### src/rtl/ps2_pkg.sv
// Shared constants and frame-state encoding for the PS/2 scan-code receiver.
package ps2_pkg;

    localparam logic [7:0] PS2_BREAK = 8'hF0;
    localparam logic [7:0] PS2_EXT   = 8'hE0;

    // Movement keys watched by the player FSM
    localparam logic [7:0] KEY_W    = 8'h1D;
    localparam logic [7:0] KEY_S    = 8'h1B;
    localparam logic [7:0] KEY_A    = 8'h1C;
    localparam logic [7:0] KEY_D    = 8'h23;
    localparam logic [7:0] KEY_NONE = 8'h00;

    typedef enum logic [1:0] {
        S_IDLE,
        S_DATA,
        S_PARITY,
        S_STOP
    } frame_state_t;

endpackage

### src/rtl/ps2_keycode_rx_if.sv
// Decoded keyboard outputs; master is the receiver, slave is the game control path.
interface ps2_keycode_rx_if;

    logic [7:0] oByte;
    logic       oByteStrobe;
    logic [7:0] oKeyCode;
    logic       oExtended;
    logic       oKeyPress;
    logic       oFrameErr;

    modport master (
        output oByte, oByteStrobe, oKeyCode, oExtended, oKeyPress, oFrameErr
    );

    modport slave (
        input  oByte, oByteStrobe, oKeyCode, oExtended, oKeyPress, oFrameErr
    );

endinterface

### src/rtl/ps2_frame_rx.sv
// PS/2 frame receiver: pin synchronizers, falling-edge detect, 11-bit frame capture,
// odd-parity/stop check and a mid-frame inactivity timeout.
module ps2_frame_rx
    import ps2_pkg::*;
#(
    parameter int TIMEOUT_CYCLES = 100000,
    parameter int SYNC_STAGES    = 2
) (
    input  logic       iClock,
    input  logic       iResetn,
    input  logic       iPS2_CLK,
    input  logic       iPS2_DAT,
    output logic [7:0] oByte,
    output logic       oByteStrobe,
    output logic       oFrameErr
);

    localparam int CNT_W = (TIMEOUT_CYCLES > 2) ? $clog2(TIMEOUT_CYCLES) : 1;
    localparam logic [CNT_W-1:0] CNT_LAST = CNT_W'(TIMEOUT_CYCLES - 1);

    logic [SYNC_STAGES-1:0] clk_sync, dat_sync;
    logic                   clk_prev;
    logic                   ps2_clk_s, ps2_dat_s, fall, timeout;

    frame_state_t     state_q, state_d;
    logic [2:0]       bit_cnt_q, bit_cnt_d;
    logic [7:0]       shift_q, shift_d;
    logic             parity_ok_q, parity_ok_d;
    logic [CNT_W-1:0] cnt_q, cnt_d;
    logic [7:0]       byte_d;
    logic             strobe_d, err_d;

    // Pins idle high, so the chains reset to 1 to avoid a phantom edge
    always_ff @(posedge iClock or negedge iResetn) begin
        if (!iResetn) begin
            clk_sync <= '1;
            dat_sync <= '1;
            clk_prev <= 1'b1;
        end else begin
            clk_sync <= {clk_sync[SYNC_STAGES-2:0], iPS2_CLK};
            dat_sync <= {dat_sync[SYNC_STAGES-2:0], iPS2_DAT};
            clk_prev <= clk_sync[SYNC_STAGES-1];
        end
    end

    assign ps2_clk_s = clk_sync[SYNC_STAGES-1];
    assign ps2_dat_s = dat_sync[SYNC_STAGES-1];
    assign fall      = clk_prev & ~ps2_clk_s;
    assign timeout   = (state_q != S_IDLE) && (cnt_q == CNT_LAST);

    always_ff @(posedge iClock or negedge iResetn) begin
        if (!iResetn) begin
            state_q     <= S_IDLE;
            bit_cnt_q   <= '0;
            shift_q     <= '0;
            parity_ok_q <= 1'b0;
            cnt_q       <= '0;
            oByte       <= '0;
            oByteStrobe <= 1'b0;
            oFrameErr   <= 1'b0;
        end else begin
            state_q     <= state_d;
            bit_cnt_q   <= bit_cnt_d;
            shift_q     <= shift_d;
            parity_ok_q <= parity_ok_d;
            cnt_q       <= cnt_d;
            oByte       <= byte_d;
            oByteStrobe <= strobe_d;
            oFrameErr   <= err_d;
        end
    end

    // Timeout takes priority over a coincident clock edge
    always_comb begin
        state_d     = state_q;
        bit_cnt_d   = bit_cnt_q;
        shift_d     = shift_q;
        parity_ok_d = parity_ok_q;
        cnt_d       = cnt_q;
        byte_d      = oByte;
        strobe_d    = 1'b0;
        err_d       = 1'b0;

        if (state_q == S_IDLE || fall) begin
            cnt_d = '0;
        end else if (!timeout) begin
            cnt_d = cnt_q + CNT_W'(1);
        end

        if (timeout) begin
            state_d = S_IDLE;
            err_d   = 1'b1;
            cnt_d   = '0;
        end else if (fall) begin
            case (state_q)
                S_IDLE: begin
                    if (!ps2_dat_s) begin
                        state_d   = S_DATA;
                        bit_cnt_d = '0;
                    end
                end
                S_DATA: begin
                    shift_d   = {ps2_dat_s, shift_q[7:1]};
                    bit_cnt_d = bit_cnt_q + 3'd1;
                    if (bit_cnt_q == 3'd7) begin
                        state_d = S_PARITY;
                    end
                end
                S_PARITY: begin
                    parity_ok_d = ^{shift_q, ps2_dat_s};
                    state_d     = S_STOP;
                end
                S_STOP: begin
                    if (parity_ok_q && ps2_dat_s) begin
                        byte_d   = shift_q;
                        strobe_d = 1'b1;
                    end else begin
                        err_d = 1'b1;
                    end
                    state_d = S_IDLE;
                end
                default: state_d = S_IDLE;
            endcase
        end
    end

endmodule

### src/rtl/ps2_keycode_rx.sv
// PS/2 Scan Code Set 2 receiver presenting the held key's make code as a level.
// Define PS2_TYPEMATIC_FILTER_EN to suppress oKeyPress on typematic repeats.
module ps2_keycode_rx
    import ps2_pkg::*;
#(
    parameter int TIMEOUT_CYCLES = 100000,
    parameter int SYNC_STAGES    = 2
) (
    input  logic             iClock,
    input  logic             iResetn,
    input  logic             iPS2_CLK,
    input  logic             iPS2_DAT,
    ps2_keycode_rx_if.master bus
);

    logic [7:0] rx_byte;
    logic       rx_strobe, rx_err;
    logic       brk_pend, ext_pend;
    logic [7:0] key_code;
    logic       extended, key_press;
    logic       is_held;

    ps2_frame_rx #(
        .TIMEOUT_CYCLES (TIMEOUT_CYCLES),
        .SYNC_STAGES    (SYNC_STAGES)
    ) u_frame (
        .iClock      (iClock),
        .iResetn     (iResetn),
        .iPS2_CLK    (iPS2_CLK),
        .iPS2_DAT    (iPS2_DAT),
        .oByte       (rx_byte),
        .oByteStrobe (rx_strobe),
        .oFrameErr   (rx_err)
    );

    assign is_held = (rx_byte == key_code) && (ext_pend == extended);

    // Prefix tracking and held-key register; a new make always replaces the held key
    always_ff @(posedge iClock or negedge iResetn) begin
        if (!iResetn) begin
            brk_pend  <= 1'b0;
            ext_pend  <= 1'b0;
            key_code  <= KEY_NONE;
            extended  <= 1'b0;
            key_press <= 1'b0;
        end else begin
            key_press <= 1'b0;
            if (rx_strobe) begin
                if (rx_byte == PS2_BREAK) begin
                    brk_pend <= 1'b1;
                end else if (rx_byte == PS2_EXT) begin
                    ext_pend <= 1'b1;
                end else if (brk_pend) begin
                    if (is_held) begin
                        key_code <= KEY_NONE;
                        extended <= 1'b0;
                    end
                    brk_pend <= 1'b0;
                    ext_pend <= 1'b0;
                end else begin
                    key_code <= rx_byte;
                    extended <= ext_pend;
                    ext_pend <= 1'b0;
`ifdef PS2_TYPEMATIC_FILTER_EN
                    key_press <= !is_held;
`else
                    key_press <= 1'b1;
`endif
                end
            end else if (rx_err) begin
                brk_pend <= 1'b0;
                ext_pend <= 1'b0;
            end
        end
    end

    assign bus.oByte       = rx_byte;
    assign bus.oByteStrobe = rx_strobe;
    assign bus.oFrameErr   = rx_err;
    assign bus.oKeyCode    = key_code;
    assign bus.oExtended   = extended;
    assign bus.oKeyPress   = key_press;

endmodule

### src/flat_wrapper.sv
// flat-port wrapper written by rule: the top's interface ports become plain ports
module ps2_keycode_rx_flat import ps2_pkg::*;
#(
    parameter int TIMEOUT_CYCLES = 100000,
    parameter int SYNC_STAGES    = 2
)
  (iClock, iResetn, iPS2_CLK, iPS2_DAT, bus_oByte, bus_oByteStrobe, bus_oKeyCode, bus_oExtended, bus_oKeyPress, bus_oFrameErr);
  ps2_keycode_rx_if bus_i ();
  input  logic iClock;
  input  logic iResetn;
  input  logic iPS2_CLK;
  input  logic iPS2_DAT;
  output wire logic [$bits(bus_i.oByte)-1:0] bus_oByte;
  output wire logic [$bits(bus_i.oByteStrobe)-1:0] bus_oByteStrobe;
  output wire logic [$bits(bus_i.oKeyCode)-1:0] bus_oKeyCode;
  output wire logic [$bits(bus_i.oExtended)-1:0] bus_oExtended;
  output wire logic [$bits(bus_i.oKeyPress)-1:0] bus_oKeyPress;
  output wire logic [$bits(bus_i.oFrameErr)-1:0] bus_oFrameErr;
  assign bus_oByte = bus_i.oByte;
  assign bus_oByteStrobe = bus_i.oByteStrobe;
  assign bus_oKeyCode = bus_i.oKeyCode;
  assign bus_oExtended = bus_i.oExtended;
  assign bus_oKeyPress = bus_i.oKeyPress;
  assign bus_oFrameErr = bus_i.oFrameErr;
  ps2_keycode_rx #(.TIMEOUT_CYCLES(TIMEOUT_CYCLES), .SYNC_STAGES(SYNC_STAGES)) u_core (.iClock(iClock), .iResetn(iResetn), .iPS2_CLK(iPS2_CLK), .iPS2_DAT(iPS2_DAT), .bus(bus_i));
endmodule
### config.mk
export PLATFORM = sky130hd
export DESIGN_NAME = ps2_keycode_rx_flat
export DESIGN_NICKNAME = d
export VERILOG_FILES = /design/src/rtl/ps2_pkg.sv /design/src/rtl/ps2_keycode_rx_if.sv /design/src/rtl/ps2_frame_rx.sv /design/src/rtl/ps2_keycode_rx.sv /design/src/flat_wrapper.sv
export SDC_FILE = /design/constraint.sdc
export NUM_CORES = 1
export LEC_CHECK = 0
export BUFFER_PORTS_ARGS = -buffer_cell sky130_fd_sc_hd__buf_4
export CAP_MARGIN = 20
export CORE_MARGIN = 2
export CORE_UTILIZATION = 59
export CTS_CLUSTER_DIAMETER = 80
export DETAILED_ROUTE_END_ITERATION = 8
export PLACE_DENSITY = 0.81
export SYNTH_ARGS = -nofsm -noshare
export SYNTH_HDL_FRONTEND = slang
export SYNTH_HIERARCHICAL = 1
export SYNTH_SLANG_ARGS = --single-unit
### constraint.sdc
create_clock -name iClock -period 2.8 [get_ports iClock]
set_input_delay 0.14 -clock iClock [delete_from_list [all_inputs] [get_ports iClock]]
set_output_delay 0.14 -clock iClock [all_outputs]
set_load 0.005 [all_outputs]
Word level (Yosys, flattened, before mapping):

Index checks and enable logic that the tools add are counted.

* register bits: 58
* bits of input ports: 4
* output and inout port bits: 20
* logic and storage cells: 88

* $add $sub $neg: 2
* equality and inequality tests: 15
* mux-type cells: 32
* bitwise operators: 5
* reductions and logical operators: 18

Operators with widths (count)
* 2-to-1 mux 17 bit: 2
* 2-to-1 mux 1 bit: 21
* adder 17 x 1 -> 17 bit (second input constant): 1
* equality test 17 bit (second input constant): 1
* equality test 8 bit (second input constant): 2
* 2-to-1 mux 8 bit: 2
* AND reduction 4 bit: 3
* AND reduction 3 bit: 3
* XOR reduction 9 bit: 1
* equality test 8 bit: 1
* 2-to-1 mux 2 bit: 4
* one-hot mux 2 bit (4 select lines): 1
* nonzero test 2 bit: 4
* != test 2 bit (second input constant): 3
* != test 3 bit (second input constant): 2
* one-hot mux 3 bit (2 select lines): 1
* equality test 2 bit (second input constant): 2
* NOT 1 bit: 4
* AND reduction 2 bit: 2
* adder 3 x 1 -> 3 bit (second input constant): 1
* equality test 3 bit (second input constant): 1
* logical AND 1 bit: 3
* 2-to-1 mux 3 bit: 1
* != test 3 x 2 -> 1 bit (second input constant): 1
* 5 further kinds: 5

Logic depth before layout (Yosys ltp):

* word-level depth: 5
* depth in mapped cells: 8
* gate-level depth less buffers: 7

Hierarchy:

The synthesis kept the hierarchy.

By module, submodules not included
* ps2_frame_rx: instances 1, cells each 187, area an instance 2189.6 um^2, seq. area each 1157.4 um^2
* ps2_keycode_rx: instances 1, cells each 62, area an instance 630.6 um^2, seq. area each 300.3 um^2

Worst setup path after synthesis:

OpenSTA, ideal clock, no wires.

* kind: reg2reg
* from: register u_core.u_frame.state_q[0]
* to: register u_core.u_frame.parity_ok_q
* setup time: 0.125 ns
* arrival: 2.020 ns
* data required time: 2.675 ns
* path slack: 0.656 ns
* cell stages (with the launch flop): 9
* path buffers: 1
* period minus slack after synthesis: 2.144 ns
* cell sequence: dfrtp_1 > inv_1 > ha_1 > nor4b_4 > nand2_1 > or3_4 > buf_6 > nand3_1 > mux2_2

* cells in the longest elaborated chain, start to end: 4
* elaborated cells on any way between the ends: 5
* those cells by class: 1 x eq/ne; 1 x bitwise; 3 x reduce/logical

Ends and longest elaborated chain
* start: declaration: RTL line ps2_frame_rx.sv:25 `frame_state_t state_q, state_d;`
* start signal: assignment: RTL line ps2_frame_rx.sv:62 `state_q <= state_d;`
* nonzero test 2 bit: RTL line ps2_frame_rx.sv:49 `assign timeout = (state_q != S_IDLE) && (cnt_q == CNT_LAST);`
* logical AND 1 bit: RTL line ps2_frame_rx.sv:49
* NOT 1 bit (no line)
* AND reduction 3 bit (no line) *
* end signal: assignment: RTL line ps2_frame_rx.sv:65 `parity_ok_q <= parity_ok_d;`
* end: declaration: RTL line ps2_frame_rx.sv:28 `logic parity_ok_q, parity_ok_d;`

Mark *: on every way between the ends. The rest lies on a longest branch, timed or not.
A chain may end at the register's enable or synchronous reset.

Worst setup path in the final report:

* from: register u_core.u_frame.state_q[0]
* to: register u_core.u_frame.cnt_q[16]

* cells in the longest elaborated chain, start to end: 4
* elaborated cells on any way between the ends: 6
* those cells by class: 2 x mux; 4 x reduce/logical

Ends and longest elaborated chain
* logical NOT 2 bit: RTL line ps2_frame_rx.sv:84 `if (state_q == S_IDLE || fall) begin`
* logical OR 1 bit: RTL line ps2_frame_rx.sv:84
* 2-to-1 mux 17 bit: RTL line ps2_frame_rx.sv:84
* 2-to-1 mux 17 bit *: RTL line ps2_frame_rx.sv:90 `if (timeout) begin`
* net u_core.u_frame.cnt_d[16]: RTL line ps2_frame_rx.sv:29 `logic [CNT_W-1:0] cnt_q, cnt_d;`
* end signal: assignment: RTL line ps2_frame_rx.sv:66 `cnt_q <= cnt_d;`
* end: declaration: RTL line ps2_frame_rx.sv:29

The timed path passes the listed nets; every way through them passes the cells marked *.

==> impl_metrics.ini <==
[route]
wirelength_mm = 5.17
vias = 1956
firstDrtPassIters = 4
post_drt_wl_per_cell_um = 15.2
vias_per_cell = 5.74
drc_errors = 0
ant_nets = 0
drtIter0Drc = 130

[critical_path]
r2r-start = u_core/u_frame/state_q[0]
arrival_ns = 2.56
path_delay_family = simple AND/OR/NAND/NOR gates
crit_fanout = 16
start_kind = register
worstPathRequired_ns = 2.98
crit_top_cell = nand2_1
critPathMaxStageDelay_ns = 0.47
critPathSlowestCell = or3_4
critPathLaunch = u_core/u_frame/state_q[0]
crit_buf_inv = 1
crit_type = reg -> reg
crit_chain = inv_1 > ha_1 > nor4b_4 > nand2_1 > or3_4 > nand2_1 > nor2_1
end_kind = register

[die]
rows = 25
num_io_pins = 24
start_util_pct = 60.5
die-area_um2 = 5350
die_h_um = 73.1
coreArea_um2 = 4660
die_w_um = 73.1

[synthesis]
muxShareOfSynthArea_pct = 6.79
synth_fa_ha_area_share_pct = 3.55
synthCells = 249
synth.distinct_cells = 40
yosys.area_share.simple_pct = 18.2
netlist_area_um2 = 2820
ys_ff_latch = 58
synth-seq-area-share_pct = 51.7
synth_compound_area_share_pct = 7.14
synthesis.nets = 261
synth_xor_xnor_area_share_pct = 9.94
synth_area_per_cell_um2 = 11.3
synth_warnings = 6
synth_top_family_by_area = simple AND/OR/NAND/NOR gates

[clock_tree]
numCtsBuffers = 9
cts_root_buf = clkbuf_8
clock_path_buffers = 2
cts.sinks = 58
cts_tree = built
clk_pin_slew_worst_paths_ns = 0.06
htree_levels = 3
post-cts-setup-buffers = 0
clk_latency_ns = 0.33

[layout]
n_antenna_cell = 0
nNetsFinal = 294
final_cell_mix = 53 x dfrtp_1, 27 x nand2_1, 24 x buf_4
area_growth_pct = 15.4
drive_gt1_share_pct = 25.1
fillers = 341
layout_commonest_cell = dfrtp_1

[pwr]
ir_drop_v = 0.000583
p_seq_share_pct = 43.9
internal_power_mw = 1.72
comb_power_share_pct = 25.2
p_leak_nw = 1.50
p_clk_share_pct = 31.0
power_switching_mw = 0.748
cellPowerDensity_nw_per_um2 = 759
switching_share_pct = 30.3

[hold_path]
hp-class = reg -> reg
hp-start = u_core/u_frame/clk_sync[0]

[sta]
maxSlewViolCount = 0
rsz0062_at_grt = no
worst_pin_slew_ns = 0.705
finalClockSkew_ns = 0.0127
hold_violations = 0
slew_headroom_pct = 53.0
fin_crit_sh_pct = 85.0
clock.fmax_mhz = 420
hold_slack_ns = 0.358
min_period_ns = 2.38
fin_setup_tns_ns = 0
setup_viol = 0

[run_status]
status = completed

[flow_run]
maxCapViolations = 0

[global_routing]
grt_pass1_wl_mm = 8.67
grt_pass1_vias = 1829
grt_max_degree = 59
track_usage_pct = 21.2
antenna_found_initial = 0
grt.overflow.total = 0

[place]
gp_congestion = 0.856
port_buffers = 23
dp_hpwl_mm = 3.55
==> cells by family (layout without fill, tap and decap cells) <==
family	count (synthesis)	in the layout
muxes	17	17
AOI/OAI and AO/OA	27	27
adders and majority gates	8	8
buffers and inverters	14	52
xor gates and xnor gates	32	32
DFF	58	58
and+or+nand+nor	93	93
==> metrics by stage <==
stage / cells / util (%) / power (mW) / area [um^2] / worst slack, ns
floorplan: 249 / - / 1.55 / 2820 / 0.656
global placement: 322 / 64.9 / 1.68 / 3030 / 0.507
detailed placement: 322 / 64.9 / 1.71 / 3030 / 0.419
CTS: 341 / 69.8 / 2.49 / 3250 / 0.408
global route: 341 / 69.8 / 2.61 / 3250 / 0.248
finish: 341 / 69.8 / 2.47 / 3250 / 0.419
==> Yosys cell counts <==
library cell  count  share of area [%]
a32o_1            1               0.35
nand4b_1          1               0.31
buf_4             2               0.53
nand2b_1          1               0.22
nor3_1            5               0.89
nand3_1          11                2.0
nand3b_1          1               0.27
nand2_2           1               0.22
nor2_1           23                3.1
ha_1              8                3.5
nor2b_1           2               0.44
o221ai_1          2               0.62
dfrtp_1          53                 47
o211ai_2          1               0.44
nand2_1          27                3.6
buf_2             1               0.18
xor2_1           12                3.7
and3_2            1               0.27
nor4b_4           1               0.84
o2bb2ai_1         7                2.2
mux2_2           17                6.8
a22oi_1           2               0.53
nor4_4            2                1.5
o22ai_1           1               0.22
nand4_1           5                1.1
or4b_4            1               0.49
xnor2_1          20                6.2
and2_2            1               0.27
buf_6             2               0.80
o21ai_2           2               0.62
o31a_1            1               0.31
inv_1             9                1.2
dfstp_2           5                4.7
a21o_1            1               0.27
o21ai_0           7                1.2
nor4_1            1               0.22
o21ai_1           2               0.35
and4_1            2               0.62
or3_4             2               0.80
and3_1            5                1.1
==> worst paths after layout <==
check	cells after the start	slack, ns	to
max in group asynchronous	2	1.92	u_core/u_frame/state_q[1]
worst max register to register	7	0.42	u_core/u_frame/cnt_q[16]
worst min-delay path	0	0.36	u_core/u_frame/clk_sync[1]
min in group asynchronous	2	0.42	u_core/u_frame/cnt_q[8]
worst min register to register	0	0.36	u_core/u_frame/clk_sync[1]
worst max-delay path	7	0.42	u_core/u_frame/cnt_q[16]
==> worst register-to-register path, delay by kind of cell (launching register included) <==
family,cells,cell delay (ns)
adders and majority gates,1,0.31
and+or+nand+nor,5,1.44
buffers and inverters,1,0.10
DFF,1,0.40
==> final cells by class <==
cell class	instances	area, um^2	share of cell area [%]
Timing Repair Buffer	27	210	6.46
Inverter	9	33.8	1.04
Tap cell	54	67.6	2.08
Sequential cell	58	1460	44.8
Multi-Input combinational cell	177	1290	39.5
Clock buffer	13	159	4.88
Clock inverter	3	40.0	1.23
==> power by group through the flow <==
| stage | Clock, mW | Sequential, mW | Combinational (mW) |
|---|---|---|---|
| finish | 0.765 | 1.08 | 0.622 |
| global route | 0.820 | 1.10 | 0.688 |
| CTS | 0.779 | 1.09 | 0.624 |
| detailed placement | 0 | 1.10 | 0.611 |
| global placement | 0 | 1.09 | 0.595 |
| floorplan | 0 | 1.06 | 0.488 |
==> repair_timing <==
item / 4_1_cts / 5_1_grt
gates resized for setup: 0 / 0
hold endpoints to repair: 55 / 0
hold buffers: 3 / 0
==> sequential cells by signal, summed over array words and instances (netlist names) <==
name                        cells
u_core/u_frame/cnt_q           17
u_core/bus.oKeyCode             8
u_core/u_frame/oByte            8
u_core/u_frame/shift_q          8
u_core/u_frame/bit_cnt_q        3
u_core/u_frame/clk_sync         2
u_core/u_frame/dat_sync         2
u_core/u_frame/state_q          2
u_core/brk_pend                 1
u_core/bus.oExtended            1
u_core/bus.oKeyPress            1
u_core/ext_pend                 1
u_core/u_frame/clk_prev         1
u_core/u_frame/oByteStrobe      1
u_core/u_frame/oFrameErr        1
u_core/u_frame/parity_ok_q      1
==> per-layer routing <==
metal | vias to the layer above | GRT usage [%] | share of wire (%)
li1 | 930 | - | -
met4 | 0 | 6.58 | 0.95
met3 | 4 | 6.63 | 3.6
met5 | - | 0 | 0
met2 | 42 | 30.6 | 47
met1 | 980 | 30.7 | 48
Power figures use the tool's default switching activity.
